--- src/rtl/wb_sys_ctrl_if.sv ---
// Wishbone classic bus bundle between the UART bus master and wb_sys_ctrl.
//   wb_data_i   : write data (master -> slave)
//   wb_addr_i   : byte address (master -> slave)
//   wb_cyc_i    : bus cycle (master -> slave)
//   wb_strobe_i : strobe (master -> slave)
//   wb_we_i     : write enable (master -> slave)
//   wb_data_o   : read data, valid while wb_ack_o=1 (slave -> master)
//   wb_ack_o    : single-cycle acknowledge (slave -> master)
interface wb_sys_ctrl_if;
   logic [31:0] wb_data_i;
   logic [31:0] wb_addr_i;
   logic        wb_cyc_i;
   logic        wb_strobe_i;
   logic        wb_we_i;
   logic [31:0] wb_data_o;
   logic        wb_ack_o;

   modport slave (
      input  wb_data_i, wb_addr_i, wb_cyc_i, wb_strobe_i, wb_we_i,
      output wb_data_o, wb_ack_o
   );

   modport master (
      output wb_data_i, wb_addr_i, wb_cyc_i, wb_strobe_i, wb_we_i,
      input  wb_data_o, wb_ack_o
   );
endinterface

--- src/rtl/wb_sys_ctrl.sv ---
// System controller: stretches the board reset into a power-on reset for the
// system core and exposes halt, soft reset, N-cycle single-step and a run-cycle
// counter as Wishbone registers in a 16-byte window at BASE_ADDR.
//   clock     : system clock
//   reset     : synchronous active-high board reset
//   wb        : Wishbone classic slave (wb_sys_ctrl_if.slave)
//   sys_reset : active-high reset to system core
//   sys_halt  : active-high halt to system core
// Register map (wb_addr_i[3:2]): 0 CTRL {SRST,HALT}, 1 STEP remaining,
// 2 STATUS {state[6:4], step_busy, sys_halt, sys_reset}, 3 CYCLES.
module wb_sys_ctrl #(
   parameter int unsigned POR_CYCLES    = 15,
   parameter int unsigned SRST_CYCLES   = 4,
   parameter bit          HALT_ON_RESET = 1'b0,
   parameter int unsigned STEP_WIDTH    = 16,
   parameter logic [31:0] BASE_ADDR     = 32'h0000_1000
) (
   input  logic         clock,
   input  logic         reset,
   wb_sys_ctrl_if.slave wb,
   output logic         sys_reset,
   output logic         sys_halt
);

   typedef enum logic [2:0] {
      ST_POR    = 3'd0,
      ST_RUN    = 3'd1,
      ST_HALTED = 3'd2,
      ST_STEP   = 3'd3,
      ST_SRST   = 3'd4
   } state_t;

   localparam logic [15:0] POR_LAST  = 16'(POR_CYCLES - 1);
   localparam logic [15:0] SRST_LAST = 16'(SRST_CYCLES - 1);
   localparam state_t      EXIT_ST   = HALT_ON_RESET ? ST_HALTED : ST_RUN;

   state_t                state, state_nxt;
   logic [15:0]           cnt, cnt_nxt;
   logic [STEP_WIDTH-1:0] remaining, remaining_nxt;
   logic                  halt, halt_nxt;
   logic [31:0]           cycles;
   logic [31:0]           rd_data;

   logic                  req, hit, wr, wr_ctrl, wr_step, wr_cycles, srst_req;
   logic [STEP_WIDTH-1:0] step_n;
   logic                  step_busy;
   logic                  unused_bits;

   // A request is only taken while ack is low, so acks can never be back-to-back.
   assign req       = wb.wb_cyc_i & wb.wb_strobe_i & ~wb.wb_ack_o;
   assign hit       = wb.wb_addr_i[31:4] == BASE_ADDR[31:4];
   assign wr        = req & hit & wb.wb_we_i;
   assign wr_ctrl   = wr & (wb.wb_addr_i[3:2] == 2'd0);
   assign wr_step   = wr & (wb.wb_addr_i[3:2] == 2'd1);
   assign wr_cycles = wr & (wb.wb_addr_i[3:2] == 2'd3);
   assign srst_req  = wr_ctrl & wb.wb_data_i[1];
   assign step_n    = wb.wb_data_i[STEP_WIDTH-1:0];
   assign unused_bits = ^{wb.wb_data_i, wb.wb_addr_i[1:0]};

   assign sys_reset = (state == ST_POR) || (state == ST_SRST);
   assign sys_halt  = sys_reset ? HALT_ON_RESET : (state == ST_HALTED);
   assign step_busy = state == ST_STEP;

   always_comb begin
      rd_data = '0;
      if (hit) begin
         case (wb.wb_addr_i[3:2])
            2'd0:    rd_data[0] = halt;
            2'd1:    rd_data[STEP_WIDTH-1:0] = remaining;
            2'd2:    rd_data[6:0] = {state, 1'b0, step_busy, sys_halt, sys_reset};
            default: rd_data = cycles;
         endcase
      end
   end

   always_comb begin
      state_nxt     = state;
      cnt_nxt       = cnt;
      remaining_nxt = remaining;
      halt_nxt      = halt;
      case (state)
         ST_POR, ST_SRST: begin
            // HALT writes land here but are overridden on exit.
            if (wr_ctrl && !wb.wb_data_i[1]) halt_nxt = wb.wb_data_i[0];
            if (state == ST_SRST && srst_req) begin
               cnt_nxt = '0;
            end else if (cnt == ((state == ST_POR) ? POR_LAST : SRST_LAST)) begin
               cnt_nxt   = '0;
               state_nxt = EXIT_ST;
               halt_nxt  = HALT_ON_RESET;
            end else begin
               cnt_nxt = cnt + 16'd1;
            end
         end
         default: begin
            if (state == ST_STEP) begin
               if (remaining == STEP_WIDTH'(1)) begin
                  remaining_nxt = '0;
                  state_nxt     = ST_HALTED;
                  halt_nxt      = 1'b1;
               end else begin
                  remaining_nxt = remaining - STEP_WIDTH'(1);
               end
            end
            if (wr_step && step_n != '0) begin
               remaining_nxt = step_n;
               state_nxt     = ST_STEP;
            end
            if (srst_req) begin
               // Soft reset wins over a HALT value in the same write.
               state_nxt     = ST_SRST;
               cnt_nxt       = '0;
               remaining_nxt = '0;
            end else if (wr_ctrl) begin
               halt_nxt      = wb.wb_data_i[0];
               state_nxt     = wb.wb_data_i[0] ? ST_HALTED : ST_RUN;
               remaining_nxt = '0;
            end
         end
      endcase
   end

   always_ff @(posedge clock) begin
      if (reset) begin
         state        <= ST_POR;
         cnt          <= '0;
         remaining    <= '0;
         halt         <= 1'b0;
         cycles       <= '0;
         wb.wb_ack_o  <= 1'b0;
         wb.wb_data_o <= '0;
      end else begin
         state        <= state_nxt;
         cnt          <= cnt_nxt;
         remaining    <= remaining_nxt;
         halt         <= halt_nxt;
         wb.wb_ack_o  <= req;
         wb.wb_data_o <= req ? rd_data : '0;
         if (wr_cycles)
            cycles <= '0;
         else if (state == ST_RUN || state == ST_STEP)
            cycles <= cycles + 32'd1;
      end
   end

endmodule
--- src/flat_wrapper.sv ---
// flat-port wrapper written by rule: the top's interface ports become plain ports
module wb_sys_ctrl_flat 
#(
   parameter int unsigned POR_CYCLES    = 15,
   parameter int unsigned SRST_CYCLES   = 4,
   parameter bit          HALT_ON_RESET = 1'b0,
   parameter int unsigned STEP_WIDTH    = 16,
   parameter logic [31:0] BASE_ADDR     = 32'h0000_1000
)
  (clock, reset, sys_reset, sys_halt, wb_wb_data_i, wb_wb_addr_i, wb_wb_cyc_i, wb_wb_strobe_i, wb_wb_we_i, wb_wb_data_o, wb_wb_ack_o);
  wb_sys_ctrl_if wb_i ();
  input  logic clock;
  input  logic reset;
  output logic sys_reset;
  output logic sys_halt;
  input wire logic [$bits(wb_i.wb_data_i)-1:0] wb_wb_data_i;
  input wire logic [$bits(wb_i.wb_addr_i)-1:0] wb_wb_addr_i;
  input wire logic [$bits(wb_i.wb_cyc_i)-1:0] wb_wb_cyc_i;
  input wire logic [$bits(wb_i.wb_strobe_i)-1:0] wb_wb_strobe_i;
  input wire logic [$bits(wb_i.wb_we_i)-1:0] wb_wb_we_i;
  output wire logic [$bits(wb_i.wb_data_o)-1:0] wb_wb_data_o;
  output wire logic [$bits(wb_i.wb_ack_o)-1:0] wb_wb_ack_o;
  assign wb_i.wb_data_i = wb_wb_data_i;
  assign wb_i.wb_addr_i = wb_wb_addr_i;
  assign wb_i.wb_cyc_i = wb_wb_cyc_i;
  assign wb_i.wb_strobe_i = wb_wb_strobe_i;
  assign wb_i.wb_we_i = wb_wb_we_i;
  assign wb_wb_data_o = wb_i.wb_data_o;
  assign wb_wb_ack_o = wb_i.wb_ack_o;
  wb_sys_ctrl #(.POR_CYCLES(POR_CYCLES), .SRST_CYCLES(SRST_CYCLES), .HALT_ON_RESET(HALT_ON_RESET), .STEP_WIDTH(STEP_WIDTH), .BASE_ADDR(BASE_ADDR)) u_core (.clock(clock), .reset(reset), .wb(wb_i), .sys_reset(sys_reset), .sys_halt(sys_halt));
endmodule
--- config.mk ---
export PLATFORM = sky130hd
export DESIGN_NAME = wb_sys_ctrl_flat
export DESIGN_NICKNAME = d
export VERILOG_FILES = /design/src/rtl/wb_sys_ctrl_if.sv /design/src/rtl/wb_sys_ctrl.sv /design/src/flat_wrapper.sv
export SDC_FILE = /design/constraint.sdc
export NUM_CORES = 1
export LEC_CHECK = 0
export CAP_MARGIN = 40
export CORE_ASPECT_RATIO = 1.25
export CORE_MARGIN = 2
export CORE_UTILIZATION = 38
export CTS_CLUSTER_SIZE = 40
export DETAILED_ROUTE_END_ITERATION = 16
export PLACE_DENSITY = 0.65
export RECOVER_POWER = 25
export SYNTH_ARGS = -nofsm -noshare
export SYNTH_HDL_FRONTEND = slang
export SYNTH_SLANG_ARGS = --single-unit
export TNS_END_PERCENT = 20
--- constraint.sdc ---
create_clock -name clock -period 3.9 [get_ports clock]
set_input_delay 0.39 -clock clock [delete_from_list [all_inputs] [get_ports clock]]
set_output_delay 0.39 -clock clock [all_outputs]
set_load 0.02 [all_outputs]
# Word-level counts from Yosys, hierarchy flattened
# Index checks and enable logic that the tools add are counted.
op_classes:
  add_sub_neg: 3
  eq_ne: 12
  mux: 31
  bitwise: 12
  reduce_logical: 20
op_table:
  columns: ["operator", "n"]
  rows:
  - ["$mux W16", 9]
  - ["$add A32 B1 Y32 const B", 1]
  - ["$eq A28 B9 Y1 const B", 1]
  - ["$mux W3", 8]
  - ["$pmux W6 S3", 1]
  - ["$pmux W9 S2", 1]
  - ["$add A16 B1 Y16 const B", 1]
  - ["$eq A16 B1 Y1 const B", 1]
  - ["$eq A16 B16 Y1", 1]
  - ["$reduce_bool A16 Y1", 1]
  - ["$sub A16 B1 Y16 const B", 1]
  - ["$reduce_bool A5 Y1", 2]
  - ["$mux W1", 9]
  - ["$and A1 B1 Y1", 8]
  - ["$eq A3 B2 Y1 const B", 2]
  - ["$reduce_or A2 Y1", 3]
  - ["$reduce_or A6 Y1", 1]
  - ["$eq A2 B2 Y1 const B", 2]
  - ["$mux W4", 1]
  - ["$not A1 Y1", 4]
  - ["$reduce_and A4 Y1", 1]
  - ["$reduce_bool A4 Y1", 1]
  - ["$eq A3 B1 Y1 const B", 1]
  - ["$eq A3 B3 Y1 const B", 1]
  - ["13 further kinds", 16]
word_totals:
  ff_bits: 101
  input_bits: 69
  output_inout_bits: 35
  wordCells: 86

# Depth between registers and ports, before layout
logic_depth:
  word_depth: 10
  ltp_mapped: 8
  ltp_nobuf: 8

# Worst setup path before layout
# Ideal clock, no wire load.
synth_path:
  path_type: "input to register"
  startpoint: "in wb_wb_addr_i[14]"
  endpoint: "reg u_core.remaining[11]"
  setup_ns: 0.117
  t_arrival_ns: 1.861
  required_ns: 3.783
  setup_slack_ns: 1.922
  path_stages: 6
  n_path_buf: 1
  path_cell_list: "nor4_2 nand4_2 nor4_4 buf_2 o21ai_0 a22o_1"
synth_via:
  elab_chain_len: 8
  elab_cells_between_ends: 12
  cone_classes: "1 x eq/ne; 3 x mux; 5 x bitwise; 3 x reduce/logical"
synth_lines:
  columns: ["item", "line", "text"]
  rows:
  - ["start, declared", "flat_wrapper.sv:17", "input wire logic [$bits(wb_i.wb_addr_i)-1:0] wb_wb_addr_i;"]
  - ["$eq A28 B9 Y1 *", "wb_sys_ctrl.sv:51", "assign hit = wb.wb_addr_i[31:4] == BASE_ADDR[31:4];"]
  - ["$and A1 B1 Y1 * (2 in series)", "wb_sys_ctrl.sv:52", "assign wr = req & hit & wb.wb_we_i;"]
  - ["$and A1 B1 Y1", "wb_sys_ctrl.sv:54", "assign wr_step = wr & (wb.wb_addr_i[3:2] == 2'd1);"]
  - ["$logic_and A1 B1 Y1", "wb_sys_ctrl.sv:105", "if (wr_step && step_n != '0) begin"]
  - ["$mux W16", "wb_sys_ctrl.sv:105", null]
  - ["$mux W16", "wb_sys_ctrl.sv:114", "end else if (wr_ctrl) begin"]
  - ["$mux W16", "wb_sys_ctrl.sv:109", "if (srst_req) begin"]
  - ["end signal, assigned", "wb_sys_ctrl.sv:135", "remaining <= remaining_nxt;"]
  - ["end, declared", "wb_sys_ctrl.sv:39", "logic [STEP_WIDTH-1:0] remaining, remaining_nxt;"]
# Every way passes the cells marked *; elsewhere a longest branch is shown, timed or not.
# A chain may end at the register's enable or synchronous reset.

# Worst setup path in the final report
layout_path:
  startpoint: "reg u_core.state[0]"
  endpoint: "out sys_reset"
layout_via:
  elab_chain_len: 2
  elab_cells_between_ends: 3
  cone_classes: "1 x eq/ne; 2 x reduce/logical"
layout_lines:
  columns: ["item", "line", "text"]
  rows:
  - ["start, declared", "wb_sys_ctrl.sv:37", "state_t state, state_nxt;"]
  - ["start signal, assigned", "wb_sys_ctrl.sv:133", "state <= state_nxt;"]
  - ["$eq A3 B3 Y1 / $logic_not A3 Y1 (equally long branches)", "wb_sys_ctrl.sv:60", "assign sys_reset = (state == ST_POR) || (state == ST_SRST);"]
  - ["$logic_or A1 B1 Y1 *", "wb_sys_ctrl.sv:60", null]
  - ["end, declared", "flat_wrapper.sv:14", "output logic sys_reset;"]
# Marked as above.

==> results.yml <==
clock_tree:
  inserted_clock_buffers: 9
  cts_repair_resize_count: 0
  htree_num_levels: 3
  cts_tree: "built"
  clock_latency_ps: 350
  cts.clk_slew.worst_paths_ps: 70
  setup_buffers_after_cts: 0
  cts_hold_buffers: 0
  numClockSinks: 101
  clk_root_buffer_cell: "clkbuf_16"
  cts_max_path_buffers: 2
place:
  gp_congestion: 0.927
  hpwlAfterDp_um: 9500
  place.port_buffers: 85
  pre_cts_ws_ps: 951
floorplanning:
  chip_height_um: 131
  rows: 46
  die_width_um: 105
  io_pins: 104
  core_region_area_mm2: 0.0126
  start_util_pct: 38.6
  die_area_mm2: 0.0137
drt:
  num_vias: 4367
  antenna_left: 0
  wl_um: 12600
  dr.pass1.iters: 5
  route.detailed.drc: 0
  wl_per_cell_um: 15.6
  routed_via_density: 5.39
  drt_iter0_markers: 394
yosys:
  synth_fp_nets: 626
  postSynth.topFlopCell: "dfxtp_1"
  synth_warnings: 0
  portion_of_the_post_synthesis_area_used_by_sequential_elements_pct: 41.5
  synth.lib_cells_used.distinct: 58
  synth_enable_flop_cells: 0
  yosys_register_bits: 101
  instance_count_of_the_mapped_netlist: 553
  syn_area_mm2: 0.00487
  syn-mean-instance-area_um2: 8.80
  async_flop_share_pct: 0
critical_path:
  critical-path-top-delay-family: "buffers and inverters"
  r2r_setup_slack_ps: 1380
  critical_path.slowest_cell: "clkdlybuf4s50_1"
  worst_ep_arrival_time_ps: 2390
  worst_path_largest_cell_delay_ps: 740
  crit_path_buf_inv_count: 2
  timing.critical_path.to_type: "primary output"
  timing.critical_path.from_type: "flip-flop"
  crit_chain: "or2_2 > inv_1 > clkdlybuf4s50_1"
  worstPathRequired_ps: 3510
  critical_path_peak_fanout: 26
  crit_type: "flip-flop to primary output"
global_route:
  largest_net_degree_at_the_start_of_global_routing: 33
  grt_overflow: 0
  global_route_wire_length_before_repair_um: 21200
  overall_global_routing_resource_usage_pct: 19.0
  antenna_found_initial: 0
  grt_pass1_vias: 4379
power_and_ir_drop:
  power_per_cell_area_mw_per_mm2: 361
  vdd_drop_max_mv: 0.190
  total_power_mw: 2.24
  static-leakage-power_nw: 2.32
final_layout:
  finish.net_count: 710
  area_growth_from_synthesis_to_layout_pct: 27.4
  fraction_of_final_layout_cells_sized_beyond_drive_strength_1_pct: 7.79
  finalCoreUtilization_pct: 49.2
  num_antenna_cells: 0
timing:
  final_count_of_hold_timing_violations: 0
  rsz0062_at_grt: "no"
  layout_worst_path_cycle_share_pct: 71.4
  finalWorstSetupSlack_ps: 1120
  timing.slew.headroom_pct: 41.5
  tightestPinTransition_ps: 878
  setup_violations: 0
  setup_total_negative_slack_ps: 0
  max_freq_ghz: 0.359
  report.final.slew_viol_count: 0
  finalWorstPathRequiredPeriod_ps: 2780
  worst_clock_skew_ps: 8.62
outcome:
  status: "complete, no violations"
job:
  maxCapViolCount: 0
worst_hold_path:
  hold_path_class: "flip-flop to flip-flop"
==> layout make-up <==
type	count	area, um^2
fill	1157	6400
clock buffer	10	239
inverter	17	63.8
sequential	101	2020
clock inverter	6	68.8
multi-input combinational	414	2680
timing repair buffer	94	915
tap	168	210
==> synth_stat cells, types with 4 or more instances <==
master / n / area share [%]
clkbuf_1: 11 / 0.85
inv_1: 17 / 1.3
a211oi_1: 4 / 0.62
and3_1: 14 / 1.8
nor2_1: 66 / 5.1
a31oi_1: 8 / 1.0
o2111ai_1: 7 / 1.3
and2_1: 16 / 2.1
nor2b_1: 6 / 0.77
a22oi_1: 11 / 1.7
nand3_1: 22 / 2.3
a22o_1: 14 / 2.5
nor4_1: 9 / 1.2
dfxtp_1: 101 / 42
o21ai_0: 28 / 2.9
nor4_4: 7 / 3.1
o22ai_1: 4 / 0.51
a21oi_1: 24 / 2.5
nand4_1: 9 / 1.2
xor2_1: 24 / 4.3
nor3_1: 19 / 2.0
nand2_1: 42 / 3.2
nor4_2: 4 / 1.0
buf_2: 7 / 0.72
or3_1: 9 / 1.2
xnor2_1: 17 / 3.1
ha_1: 4 / 1.0
==> through the flow <==
step	cells	hold WS [ps]	cell area [um^2]
floorplan	553	444	4870
global placement	794	459	5900
detailed placement	794	466	5900
CTS	810	477	6200
global route	810	514	6200
finish	810	473	6200
==> layout by cell type (no fill, tap or decap), types with 11 or more instances in the layout <==
| master | instances |
|---|---|
| a21oi_1 | 24 |
| a22o_1 | 14 |
| a22oi_1 | 11 |
| and2_1 | 16 |
| and3_1 | 14 |
| clkdlybuf4s50_1 | 52 |
| dfxtp_1 | 101 |
| dlygate4sd3_1 | 33 |
| inv_1 | 17 |
| nand2_1 | 42 |
| nand3_1 | 22 |
| nor2_1 | 66 |
| nor3_1 | 19 |
| o21ai_0 | 28 |
| xnor2_1 | 17 |
| xor2_1 | 24 |
==> power breakdown <==
part	switching [mW]	internal, mW
Sequential	0.0294	1.05
Combinational	0.131	0.110
Clock	0.401	0.521
==> state kept, by name, indices dropped and copies added, names as in the netlist <==
| register | flops |
|---|---|
| u_core.cycles | 32 |
| u_core.wb.wb_data_o | 32 |
| u_core.remaining | 16 |
| u_core.cnt | 16 |
| u_core.wb.wb_ack_o | 1 |
| u_core.state | 3 |
| u_core.halt | 1 |
==> cells by family (layout without fill, tap and decap cells) <==
family                   Yosys count  after routing  share of synthesized area (%)
AO/OA/AOI/OAI                    117            117                           15.8
adder cells (fa/ha/maj)            4              4                           1.03
AND/OR/NAND/NOR                  245            245                           29.0
flip-flops                       101            101                           41.5
multiplexers                       7              7                           1.77
buffers and inverters             38            127                           3.42
XOR/XNOR                          41             41                           7.38
==> tightest hold or removal path, cell delays in order (launching register included) <==
cell and delay, ps:
dfxtp_1 320, inv_1 70, nor3_1 50
==> routing by layer <==
layer | wire [um] | GRT usage (%) | part of all wire, % | vias up
li1 | - | - | - | 2185
met1 | 5070 | 21.0 | 40 | 2039
met2 | 6660 | 35.8 | 53 | 106
met3 | 395 | 2.63 | 3.1 | 37
met4 | 488 | 9.41 | 3.9 | 0
met5 | 0 | 0 | 0 | -
==> path summary, 6_finish.rpt <==
kind	depth (start not counted)	to	from
worst min register to register	2	u_core.wb.wb_data_o[26]	u_core.cycles[26]
worst max-delay path	3	sys_reset	u_core.state[0]
worst max register to register	6	u_core.remaining[5]	u_core.state[0]
worst min-delay path	2	u_core.wb.wb_data_o[26]	u_core.cycles[26]
(Power assumes the default switching activity.)
==> edit 1 (config.mk and constraints unchanged) <==
`HALT_ON_RESET` is set to 1'b0 in 2 places; all go to 1'b1.
--- a/src/rtl/wb_sys_ctrl.sv
+++ b/src/rtl/wb_sys_ctrl.sv
@@ -13,3 +13,3 @@
    parameter int unsigned SRST_CYCLES   = 4,
-   parameter bit          HALT_ON_RESET = 1'b0,
+   parameter bit          HALT_ON_RESET = 1'b1,
    parameter int unsigned STEP_WIDTH    = 16,
--- a/src/flat_wrapper.sv
+++ b/src/flat_wrapper.sv
@@ -5,3 +5,3 @@
    parameter int unsigned SRST_CYCLES   = 4,
-   parameter bit          HALT_ON_RESET = 1'b0,
+   parameter bit          HALT_ON_RESET = 1'b1,
    parameter int unsigned STEP_WIDTH    = 16,
Function: changed (Yosys sat finds a counterexample within 4 cycles, from zero or initial values and one cycle with reset high).
==> edit 1 against the original RTL <==
- count of clock-buffer cells in the layout up 2
- non-clock buffer count up 1
- critical path type is now reg -> reg
- die area fell by 1.8%
- highest routed layer unchanged
- final area down 2.6%
- sequential share of layout area grew 0.89 points
- area after synthesis decreased by 1.9%
- fmax decreased by 4.0%
- routed wire length down 2.9%
- via count fell by 1.1%
- worst setup slack lost 0.12 ns
- largest cell class unchanged
- sequential cell count is the same
Power is not compared: it rests on default switching activity, and its combinational part moved more than twofold at a synthesized area within 25%.
==> edit 1: results (changes against the original RTL) <==
metric;value;unit;change
outcome;complete, no violations;;unchanged
synthMuxAreaShare;0.01965;;was 0.01774
clockBufferDepth;2;;unchanged
crit_fanout;14;;was 26
ant_nets;0;;unchanged
yosysWarnings;0;;unchanged
power_density;322.8;nW/um2;
drive_gt1_frac;0.05573;;was 0.07788
place_inst;777;;was 794
grt_pass1_vias;4079;;was 4,379
arrival;3.13;ns;was 2.39 ns
place_congestion;0.8874;;was 0.9271
cts_hold_buf;0;;unchanged
port_buffers;85;;unchanged
async_reset_ff_frac;0;;unchanged
cts.repair.resized;0;;unchanged
syn_nets;618;;was 626
viasPerCell;5.452;;was 5.391
avgRoutedWirePerCell;15.47;um;was 15.58 um
place_ws;0.8163;ns;was 0.9515 ns
layout.nets;697;;was 710
p_leak;0.002254;uW;
cts-root-buf;clkbuf_16;;unchanged
num_vias;4318;;was 4,367
seq_area_frac_synth;0.4234;;was 0.4154
synth_compound_area_frac;0.1554;;was 0.1584
synthTopCellsByCount;dfxtp_1, nor2_1, nand2_1, xor2_1, a21oi_1;;was dfxtp_1, nor2_1, nand2_1, o21ai_0
grt_usage;0.1836;;was 0.1901
dp_hpwl;9.149;mm;was 9.501 mm
avgSynthCellArea;8.763;um2;was 8.801 um2
grt_pass1_wl;20.09;mm;was 21.16 mm
ys_types;62;;was 58
slew_headroom;0.3661;;was 0.4150
synth-xor-area-share;0.07702;;was 0.07378
post_cts_buffers;0;;unchanged
reg_top3;u_core.cycles x32, u_core.wb.wb_data_o x32;;unchanged
n_antenna_cell;0;;unchanged
first_iter_violations;230;;was 394
placed_cell_area;5781;um2;was 5897 um2
fill_cells;1157;;unchanged
fin_skew;0.006108;ns;was 0.008624 ns
synthAdderAreaFrac;0.01048;;was 0.01028
yosys-top-cells-area;dfxtp_1, nor2_1, xor2_1;;unchanged
-- edit 1: changes by cell type after synthesis, sizes merged, moves of 5 or more --
cell / delta
nand3: -5
a22oi: -8
a31oi: -6
o21ai: -10
nor3: -5
nand2b: +6
a32o: +8
nand2: -9
and3: -9
clkbuf: +10
nor2: +5
-- edit 1: where the power goes --
part           internal (uW)  leakage, uW  switching [uW]
combinational           59.4      0.00132            41.5
clock                    431     0.000119             377
sequential              1030     0.000814            5.15
-- edit 1: worst max-delay path: stages, from the launching register on --
cell and delay [ns]:
dfxtp_1 0.41, or4_4 0.62, or3_4 0.42, nor4_4 0.58
a21oi_2 0.23, a32o_1 0.33, a32o_1 0.20
-- edit 1: final timing paths --
check | from | to | slack (ns)
worst max-delay path | u_core.remaining[7] | u_core.remaining[8] | 1.00
worst max register to register | u_core.remaining[7] | u_core.remaining[8] | 1.00
worst min register to register | u_core.cycles[27] | u_core.wb.wb_data_o[27] | 0.48
worst min-delay path | u_core.cycles[27] | u_core.wb.wb_data_o[27] | 0.48
-- edit 1: logic make-up after synthesis --
logic type	count (synthesis)
XOR/XNOR	42
flip-flops	101
multiplexers	8
buffers and inverters	45
AND/OR/NAND/NOR	241
adder cells (fa/ha/maj)	4
AO/OA/AOI/OAI	104
-- edit 1: metal layers --
layer	vias up	routed length, um	GRT usage
met5	-	0	0
met3	18	527	0.02163
met2	139	6393	0.3391
met1	2029	5092	0.2176
li1	2132	-	-
met4	0	241	0.07234
-- edit 1: final cells by class --
| class | count | area share |
|---|---|---|
| clock inverters | 3 | 0.003938 |
| multi-input cells | 399 | 0.4240 |
| flip-flops and latches | 101 | 0.3349 |
| repair buffers | 95 | 0.1527 |
| inverters | 18 | 0.01119 |
| clock buffers | 12 | 0.03917 |
| well taps | 164 | 0.03399 |
==> edit 2 (same settings) <==
Without the edit above. Reset style: asynchronous (`reset`), changed in one clocked block. Comments in the files are not updated.
--- a/src/rtl/wb_sys_ctrl.sv
+++ b/src/rtl/wb_sys_ctrl.sv
@@ -122,3 +122,3 @@
 
-   always_ff @(posedge clock) begin
+   always_ff @(posedge clock or posedge reset) begin
       if (reset) begin
Check against the original RTL: differs if reset is asserted again (counterexample within 4 cycles, from zero or initial values and one cycle with reset high); with reset held inactive, the same outputs for 10 cycles.
==> edit 2 against the original RTL <==
- the run now ends with capacitance limit, slew limit left
- worst setup slack gained 0.033 ns
- area after synthesis grew 10%
- die area grew 10%
- final area grew 6.9%
- sequential cell count is the same
- non-clock buffer count shrank 2
- synthesized cell count shrank 2.7%
- routed wire length grew 5.1%
- critical endpoint is now u_core.cycles[1]
- largest cell class unchanged
Power is not compared: it rests on default switching activity, and its combinational part moved more than twofold at a synthesized area within 25%.
==> edit 2: results (changes against the original RTL) <==
metric;value;unit;change
outcome;complete, but fails checks;;was complete, no violations
failed_checks;capacitance limit, slew limit;;
syn_nets;611;;was 626
synth_compound_area_frac;0.1254;;was 0.1584
grt_pass1_vias;4294;;was 4,379
fill_cells;1328;;was 1,157
holdCritStartpoint;u_core.cycles[31];;was u_core.cycles[26]
maxCapViolCount;1;;was 0
wl_met3;639;um;was 395 um
drt-met1-wl;5.693;mm;was 5.074 mm
dp_hpwl;9.606;mm;was 9.501 mm
final_max_slew_viol_count;58;;was 0
num_vias;4456;;was 4,367
place_congestion;0.8866;;was 0.9271
seq_area_frac_synth;0.4701;;was 0.4154
holdPathEnd;u_core.wb.wb_data_o[31];;was u_core.wb.wb_data_o[26]
yosys-top-cells-area;dfrtp_1, nor2_1, xor2_1;;was dfxtp_1, nor2_1, xor2_1
ys_types;69;;was 58
crit_fanout;32;;was 26
met2WireLength;6.757;mm;was 6.664 mm
place_ws;0.7745;ns;was 0.9515 ns
rr_startpoint;u_core.remaining[1];;was u_core.state[0]
layout.nets;689;;was 710
routed_wl;13.27;mm;was 12.62 mm
rr_worst_depth;8;;was 6
edit 2: cell count changes after synthesis, moves of 8 or more:
cell	before	now
dfrtp_1	0	101
mux2i_1	3	11
dfxtp_1	101	0
a21oi_1	24	12
nand2_1	42	32
edit 2: cell type report:
cell class | count | share of cell area
Inverter | 11 | 0.006416
Multi-Input combinational cell | 401 | 0.3988
Sequential cell | 101 | 0.3812
Clock inverter | 7 | 0.01038
Clock buffer | 9 | 0.03397
Timing Repair Buffer | 92 | 0.1363
Tap cell | 175 | 0.03303
edit 2: per-stage QoR:
| stage | hold WS (ns) | area (um2) | instances | total power [uW] |
|---|---|---|---|---|
| final | 0.5094 | 6630 | 796 | 2039 |
| after floorplan | 0.4739 | 5376 | 538 | 1105 |
| after global placement | 0.4876 | 6337 | 780 | 1172 |
| after CTS | 0.5198 | 6631 | 796 | 2064 |
| after detailed placement | 0.5088 | 6337 | 780 | 1174 |
| after global routing | 0.5354 | 6630 | 796 | 2111 |
